--- src/rtl/hazard_ctrl_pkg.sv ---
// Shared definitions for the pipeline hazard controller:
// FSM state encodings, the x0 register index and the load-use match helper.
package hazard_ctrl_pkg;

    typedef enum logic [1:0] {
        HZ_RUN      = 2'd0,
        HZ_LU_STALL = 2'd1,
        HZ_MEM_WAIT = 2'd2,
        HZ_FLUSH    = 2'd3
    } hz_state_t;

    localparam logic [4:0] REG_ZERO = 5'd0;

    function automatic logic lu_match(
        input logic [4:0] rs1,
        input logic [4:0] rs2,
        input logic       use1,
        input logic       use2,
        input logic [4:0] rd,
        input logic       ld
    );
        return ld && (rd != REG_ZERO) &&
               ((use1 && rs1 == rd) || (use2 && rs2 == rd));
    endfunction

endpackage

--- src/rtl/hz_sat_counter.sv ---
// Saturating up-counter: counts cycles with inc=1, sticks at all-ones.
// Ports: clk, reset (async active-low), inc, cnt[W-1:0].
module hz_sat_counter
    import hazard_ctrl_pkg::*;
#(
    parameter int W = 16
) (
    input  logic         clk,
    input  logic         reset,
    input  logic         inc,
    output logic [W-1:0] cnt
);

    always_ff @(posedge clk or negedge reset) begin
        if (!reset) begin
            cnt <= '0;
        end else if (inc && (cnt != '1)) begin
            cnt <= cnt + 1'b1;
        end
    end

endmodule

--- src/rtl/hazard_ctrl.sv ---
// Stall/flush controller for the 5-stage core: load-use, mem wait, redirect.
// Ports: ID/EX hazard inputs, mem handshake -> stall/flush enables, mem_err, perf counters.
module hazard_ctrl
    import hazard_ctrl_pkg::*;
#(
    parameter int LU_CYCLES   = 1,
    parameter int MEM_TIMEOUT = 255,
    parameter int CNT_W       = 16
) (
    input  logic             clk,
    input  logic             reset,
    input  logic [4:0]       id_rs1,
    input  logic [4:0]       id_rs2,
    input  logic             id_use_rs1,
    input  logic             id_use_rs2,
    input  logic [4:0]       ex_rd,
    input  logic             ex_mem_read,
    input  logic             ex_redirect,
    input  logic             mem_req,
    input  logic             mem_ready,
    output logic             stall1,
    output logic             stall2,
    output logic             branch,
    output logic             pc_we,
    output logic             ifid_we,
    output logic             ifid_flush,
    output logic             exmem_hold,
    output logic             mem_err,
    output logic [CNT_W-1:0] stall_cnt,
    output logic [CNT_W-1:0] flush_cnt
);

    localparam int WW = $clog2(MEM_TIMEOUT + 1);
    localparam int LW = $clog2(LU_CYCLES + 1);
    localparam logic [WW-1:0] TO_V    = WW'(MEM_TIMEOUT);
    localparam logic [LW-1:0] LU_INIT = LW'(LU_CYCLES - 1);

    hz_state_t       state, state_n;
    logic [LW-1:0]   lu_cnt, lu_cnt_n;
    logic [WW-1:0]   wait_cnt, wait_cnt_n;
    logic            pend_flush, pend_n;
    logic            err_n;
    logic            lu_hit;

    assign lu_hit = lu_match(id_rs1, id_rs2, id_use_rs1,
                             id_use_rs2, ex_rd, ex_mem_read);

    always_ff @(posedge clk or negedge reset) begin
        if (!reset) begin
            state      <= HZ_RUN;
            lu_cnt     <= '0;
            wait_cnt   <= '0;
            pend_flush <= 1'b0;
            mem_err    <= 1'b0;
        end else begin
            state      <= state_n;
            lu_cnt     <= lu_cnt_n;
            wait_cnt   <= wait_cnt_n;
            pend_flush <= pend_n;
            mem_err    <= err_n;
        end
    end

    always_comb begin
        state_n    = state;
        lu_cnt_n   = lu_cnt;
        wait_cnt_n = wait_cnt;
        pend_n     = pend_flush;
        err_n      = mem_err;
        stall1     = 1'b0;
        stall2     = 1'b0;
        branch     = 1'b0;
        pc_we      = 1'b1;
        ifid_we    = 1'b1;
        ifid_flush = 1'b0;
        exmem_hold = 1'b0;
        // Outputs stay idle while reset is held, whatever the inputs do.
        if (reset) begin
            unique case (state)
                HZ_RUN: begin
                    if (mem_req && !mem_ready) begin
                        stall2     = 1'b1;
                        pc_we      = 1'b0;
                        ifid_we    = 1'b0;
                        exmem_hold = 1'b1;
                        if (ex_redirect) pend_n = 1'b1;
                        state_n    = HZ_MEM_WAIT;
                        wait_cnt_n = WW'(1);
                    end else if (ex_redirect) begin
                        branch     = 1'b1;
                        ifid_flush = 1'b1;
                    end else if (lu_hit) begin
                        stall1  = 1'b1;
                        pc_we   = 1'b0;
                        ifid_we = 1'b0;
                        if (LU_CYCLES > 1) begin
                            state_n  = HZ_LU_STALL;
                            lu_cnt_n = LU_INIT;
                        end
                    end
                end
                HZ_LU_STALL: begin
                    if (ex_redirect) begin
                        branch     = 1'b1;
                        ifid_flush = 1'b1;
                        state_n    = HZ_RUN;
                        lu_cnt_n   = '0;
                    end else begin
                        stall1  = 1'b1;
                        pc_we   = 1'b0;
                        ifid_we = 1'b0;
                        if (lu_cnt <= LW'(1)) begin
                            state_n  = HZ_RUN;
                            lu_cnt_n = '0;
                        end else begin
                            lu_cnt_n = lu_cnt - 1'b1;
                        end
                    end
                end
                HZ_MEM_WAIT: begin
                    // Ready or timeout both release the stall this cycle.
                    if (mem_ready || wait_cnt >= TO_V) begin
                        if (!mem_ready) err_n = 1'b1;
                        state_n    = pend_flush ? HZ_FLUSH : HZ_RUN;
                        wait_cnt_n = '0;
                    end else begin
                        stall2     = 1'b1;
                        pc_we      = 1'b0;
                        ifid_we    = 1'b0;
                        exmem_hold = 1'b1;
                        wait_cnt_n = wait_cnt + 1'b1;
                    end
                end
                HZ_FLUSH: begin
                    branch     = 1'b1;
                    ifid_flush = 1'b1;
                    pend_n     = 1'b0;
                    state_n    = HZ_RUN;
                end
                default: state_n = HZ_RUN;
            endcase
        end
    end

    hz_sat_counter #(.W(CNT_W)) u_stall_cnt (
        .clk   (clk),
        .reset (reset),
        .inc   (stall1 | stall2),
        .cnt   (stall_cnt)
    );

    hz_sat_counter #(.W(CNT_W)) u_flush_cnt (
        .clk   (clk),
        .reset (reset),
        .inc   (branch),
        .cnt   (flush_cnt)
    );

endmodule
--- config.mk ---
export PLATFORM = sky130hd
export DESIGN_NAME = hazard_ctrl
export DESIGN_NICKNAME = d
export VERILOG_FILES = /design/src/rtl/hazard_ctrl_pkg.sv /design/src/rtl/hz_sat_counter.sv /design/src/rtl/hazard_ctrl.sv
export SDC_FILE = /design/constraint.sdc
export NUM_CORES = 1
export LEC_CHECK = 0
export ABC_AREA = 1
export BUFFER_PORTS_ARGS = -buffer_cell sky130_fd_sc_hd__clkbuf_2
export CELL_PAD_IN_SITES_DETAIL_PLACEMENT = 2
export CELL_PAD_IN_SITES_GLOBAL_PLACEMENT = 2
export CORE_UTILIZATION = 27
export DETAILED_ROUTE_END_ITERATION = 6
export GPL_TIMING_DRIVEN = 0
export PLACE_DENSITY_LB_ADDON = 0.05
export SKIP_CTS_REPAIR_TIMING = 1
export SYNTH_ARGS = -nofsm -noshare
export SYNTH_HDL_FRONTEND = slang
export SYNTH_SLANG_ARGS = --single-unit
--- constraint.sdc ---
create_clock -name clk -period 1.6 [get_ports clk]
set_input_delay 0.08 -clock clk [delete_from_list [all_inputs] [get_ports clk]]
set_output_delay 0.08 -clock clk [all_outputs]
set_load 0.1 [all_outputs]
## After elaboration in Yosys (flattened, before gate mapping)

Cells that the tools add are included.

- Bitwise operators: 2
- Magnitude comparators: 2
- Add/subtract/negate cells: 4
- Mux-type cells: 34
- Eq/ne operators: 11
- Reduce and logical (&&, ||, !) cells: 19

Operators with widths:

| cell | count |
|---|---|
| adder 16 x 1 -> 16 bit, second input constant | 2 |
| != test 16 bit, second input constant | 2 |
| two-way mux 1 bit | 20 |
| two-way mux 8 bit | 2 |
| case mux 8 bit (2 select lines) | 1 |
| AND reduction 4 bit | 3 |
| == test 5 bit | 2 |
| two-way mux 2 bit | 5 |
| adder 8 x 1 -> 8 bit, second input constant | 1 |
| greater-or-equal comparator 8 bit, second input constant | 1 |
| case mux 2 bit (4 select lines) | 1 |
| logical AND 1 bit | 7 |
| != test 2 bit, second input constant | 3 |
| case mux 1 bit (2 select lines) | 3 |
| case mux 1 bit (3 select lines) | 2 |
| nonzero test 5 bit | 1 |
| == test 2 bit, second input constant | 2 |
| nonzero test 2 bit | 2 |
| != test 3 bit, second input constant | 1 |
| AND reduction 3 bit | 1 |
| == test 2 x 1 -> 1 bit, second input constant | 1 |
| logical NOT 2 bit | 1 |
| logical OR 1 bit | 2 |
| AND reduction 2 bit | 1 |
| 5 further kinds | 5 |

- Input bits: 23
- Logic and storage cells: 79
- Register bits: 45

## Depth between registers and ports, before layout

- Depth after elaboration: 11
- Gate-level depth with buffers: 12
- Mapped depth without buffers: 11

## Modules after synthesis

Synthesis repeated with hierarchy kept, for this count alone.

- Cells, all modules: 471
- Area total of the unflattened synthesis: 3113.0 um2

By module, submodules not included:

| module | cells an instance | times used | area an instance (um2) | seq. area each (um2) |
|---|---|---|---|---|
| hz_sat_counter (u_stall_cnt) | 163 | 1 | 1069.8 | 400.4 |
| hz_sat_counter (u_flush_cnt) | 149 | 1 | 1058.5 | 400.4 |
| hazard_ctrl | 159 | 1 | 984.7 | 300.3 |

## Worst setup path after synthesis

OpenSTA, ideal clock, no wires.

- Path type: register to output
- Start: register wait_cnt[0]
- End: output stall2
- Arrival time: 3.006 ns
- Slack: -1.486 ns
- Cell stages (with the launch flop): 10
- Cell sequence: dfrtp_1 ha_1 nand2_1 nor2_1 nand2_1 o21ai_2 inv_1 nand2_1 a21oi_1 buf_4

- Cells in the longest elaborated chain, start to end: 5

Ends and longest elaborated chain:

| what | line | text |
|---|---|---|
| from (decl) | hazard_ctrl.sv:40 | `logic [WW-1:0] wait_cnt, wait_cnt_n;` |
| from (signal assigned) | hazard_ctrl.sv:58 | `wait_cnt <= wait_cnt_n;` |
| greater-or-equal comparator 8 bit | hazard_ctrl.sv:122 | `if (mem_ready \|\| wait_cnt >= TO_V) begin` |
| logical OR 1 bit | hazard_ctrl.sv:122 |  |
| two-way mux 1 bit | n/a |  |
| case mux 1 bit (2 select lines) | n/a |  |
| two-way mux 1 bit | n/a |  |
| to (decl) | hazard_ctrl.sv:22 | `output logic stall2,` |

Every way passes these cells.

## Final worst setup path

- Start: register wait_cnt[0]
- End: output pc_we

- Cells in the longest elaborated chain, start to end: 5

Ends and longest elaborated chain:

| what | line | text |
|---|---|---|
| greater-or-equal comparator 8 bit | hazard_ctrl.sv:122 |  |
| logical OR 1 bit | hazard_ctrl.sv:122 |  |
| two-way mux 1 bit | hazard_ctrl.sv:122 |  |
| case mux 1 bit (3 select lines) | hazard_ctrl.sv:79 | `unique case (state)` |
| two-way mux 1 bit | hazard_ctrl.sv:78 | `if (reset) begin` |
| to (decl) | hazard_ctrl.sv:24 | `output logic pc_we,` |

Every way passes these cells.

==> metrics.txt <==
H-tree depth 2; Syn Inst Count 388; Period minus WS final 2120 ps; # rows 36; Mapped Area 2830 um^2; hold_sp ex_redirect; worst setup margin -517 ps; share of cells above drive strength 1 0.354; top sig layer met4; clk root buf clkbuf_8; Arrival @ worst endpoint 2040 ps; initial drt markers 73; Worst setup SP type flop; DRC errors left 0; placed inst area 3450 um^2; TritonCTS buffer count 5; Crit. End Element output pin; sequential area share after synthesis 0.390; WL final 9370 um; grt total ovfl 0; fmax 472 MHz; CTS Buffer Depth 2; Die ar. 10,900 um^2; r2r startpoint wait_cnt[0]$_DFFE_PN0P_; period utilisation layout 1.32; Final Skew 3.13 ps; DIE WIDTH 104 um; warnings from Yosys 0; Skew-Pair Late Insertion Delay 300 ps; r2r endpoint u_stall_cnt.cnt[13]$_DFFE_PN0P_; final core occ 0.411; core area 9950 um^2; PortBufs 62; slew margin rel. 0.511; DR vias/cell 4.68; Inst Count DP 584; reg2reg path depth 11; Synthesized Nets 414; via count 2,911; RSZ-0062 raised after global routing true; IR drop worst, VDD 1030 uV; Routed wire per std cell 15.1 um; most frequent cells in the layout 122 x nand2_1, 55 x clkbuf_2, 40 x inv_1, 37 x nor2_1, 25 x buf_4; vias in the first global route 3,045; initial core utilization 0.284; post-synth cell types 32; violated checks negative setup slack; Nets 514; Syn Area/Cell 7.28 um^2; Synth Register Bits 44; largest net degree at the start of global routing 35; Non-Filler Instances 622; Layout area overhead 45.0%; initial antenna violation count 0; Post-synth top flop dfrtp_1; Slew Viols, Final 0; metal2 WL 4930 um; first-pass GRT wire length 14,800 um; number of synthesized flops with an enable pin 0; most common cell after layout, fill and taps aside nand2_1; final instance area 4100 um^2; GP Congestion 0.745; GRT Util Overall 0.166; Die Height 104 um; DP HPWL 6500 um; Crit Path Max Fanout 5; endpoints failing setup 45; clk sinks 44; outcome finished with violations; Yosys top cell area share 0.390; antenna cells 0; largest area contributor in the netlist dfrtp_1; Slew @ Worst Pin 731 ps; CP Data Required Time 1520 ps; Final ANT Viol Nets 0; Final Hold Vio Count 0; met3 WL post-DR 204 um; Met1 Wirelength 4160 um; main area contributors after synthesis dfrtp_1 39%, nand2_1 17%, nor2_1 5.8%; Hold EP pend_flush$_DFFE_PN0P_; worst min-delay path class in -> reg; Hold Path Stages 3; CTS tree built; Pre-antenna DRT Iters 4; ys async rst share 1.00; Leakage Power 1.96 nW; # Max-Cap Violations 0; power density over the cells 1590 nW/um^2; R2R setup slack -330 ps; Crit Path Class reg -> out; I/O pin cnt 63; CTS clk-pin slew, worst paths 100 ps
## per-stage QoR
| stage | power [mW] | hold WS, ps | setup TNS [ps] | setup WS [ps] |
|---|---|---|---|---|
| floorplan | 4.08 | -216 | -15880 | -818 |
| global placement | 4.66 | 369 | -44420 | -1330 |
| detailed placement | 4.71 | 86.6 | -17730 | -812 |
| CTS | 5.69 | -253 | -17810 | -1140 |
| global route | 6.85 | 86.8 | -14680 | -650 |
| finish | 6.50 | 69.6 | -8480 | -517 |
## flip-flops by register name, summed over array words and instances, names as in the netlist
register and flops:
pend_flush 1, state 2, wait_cnt 8, u_stall_cnt.cnt 16, u_flush_cnt.cnt 16, mem_err 1
## critical path, stage by stage, from the launching register on
cell	delay, ps
dfrtp_1	410
ha_2	210
nand2_2	50
nor2_1	100
nand2_1	110
o21ai_4	250
a21oi_4	120
buf_8	150
nand2_4	70
buf_6	100
buf_12	160
## synth_stat cells, types with 4 or more instances
cell	n
nand2_1	126
dfrtp_1	44
nor2_1	44
inv_1	42
nand4_1	22
nand3_1	21
xnor2_1	16
xor2_1	15
nor3_1	7
o21ai_1	6
a21oi_1	5
buf_4	5
o21ai_0	4
## worst max-delay path by stage
stage | from | endpoint
floorplan | state[1]$_DFFE_PN0P_ | u_flush_cnt.cnt[6]$_DFFE_PN0P_
global placement | reset | pc_we
detailed placement | reset | pc_we
CTS | wait_cnt[0]$_DFFE_PN0P_ | pc_we
global route | wait_cnt[0]$_DFFE_PN0P_ | pc_we
finish | wait_cnt[0]$_DFFE_PN0P_ | pc_we
## report_power, final
part           internal (mW)  total, mW  switching [mW]
Combinational           1.21       3.86            2.65
Clock                  0.472      0.928           0.456
Sequential              1.36       1.71           0.355
Total                   3.04       6.50            3.46
## routing by layer
| layer | track usage | vias to the layer above |
|---|---|---|
| met5 | 0 | - |
| met4 | 0.0398 | 0 |
| met3 | 0.0226 | 6 |
| met2 | 0.301 | 38 |
| met1 | 0.207 | 1437 |
| li1 | - | 1430 |
## layout make-up
class / count / area (um^2)
Clock buffer: 5 / 68.8
Sequential cell: 44 / 1140
Timing Repair Buffer: 94 / 688
Fill cell: 1171 / 5860
Clock inverter: 3 / 46.3
Inverter: 45 / 179
Buffer: 9 / 103
Multi-Input combinational cell: 289 / 1710
Tap cell: 133 / 166
## cells by family after synthesis
kind of cell	count (synthesis)	synth area share
simple gates	234	0.372
compound gates	21	0.0447
buf+inv	55	0.0837
flops	44	0.390
fa+ha+maj	3	0.0133
xor+xnor	31	0.0961
Power figures use the tool's default switching activity.
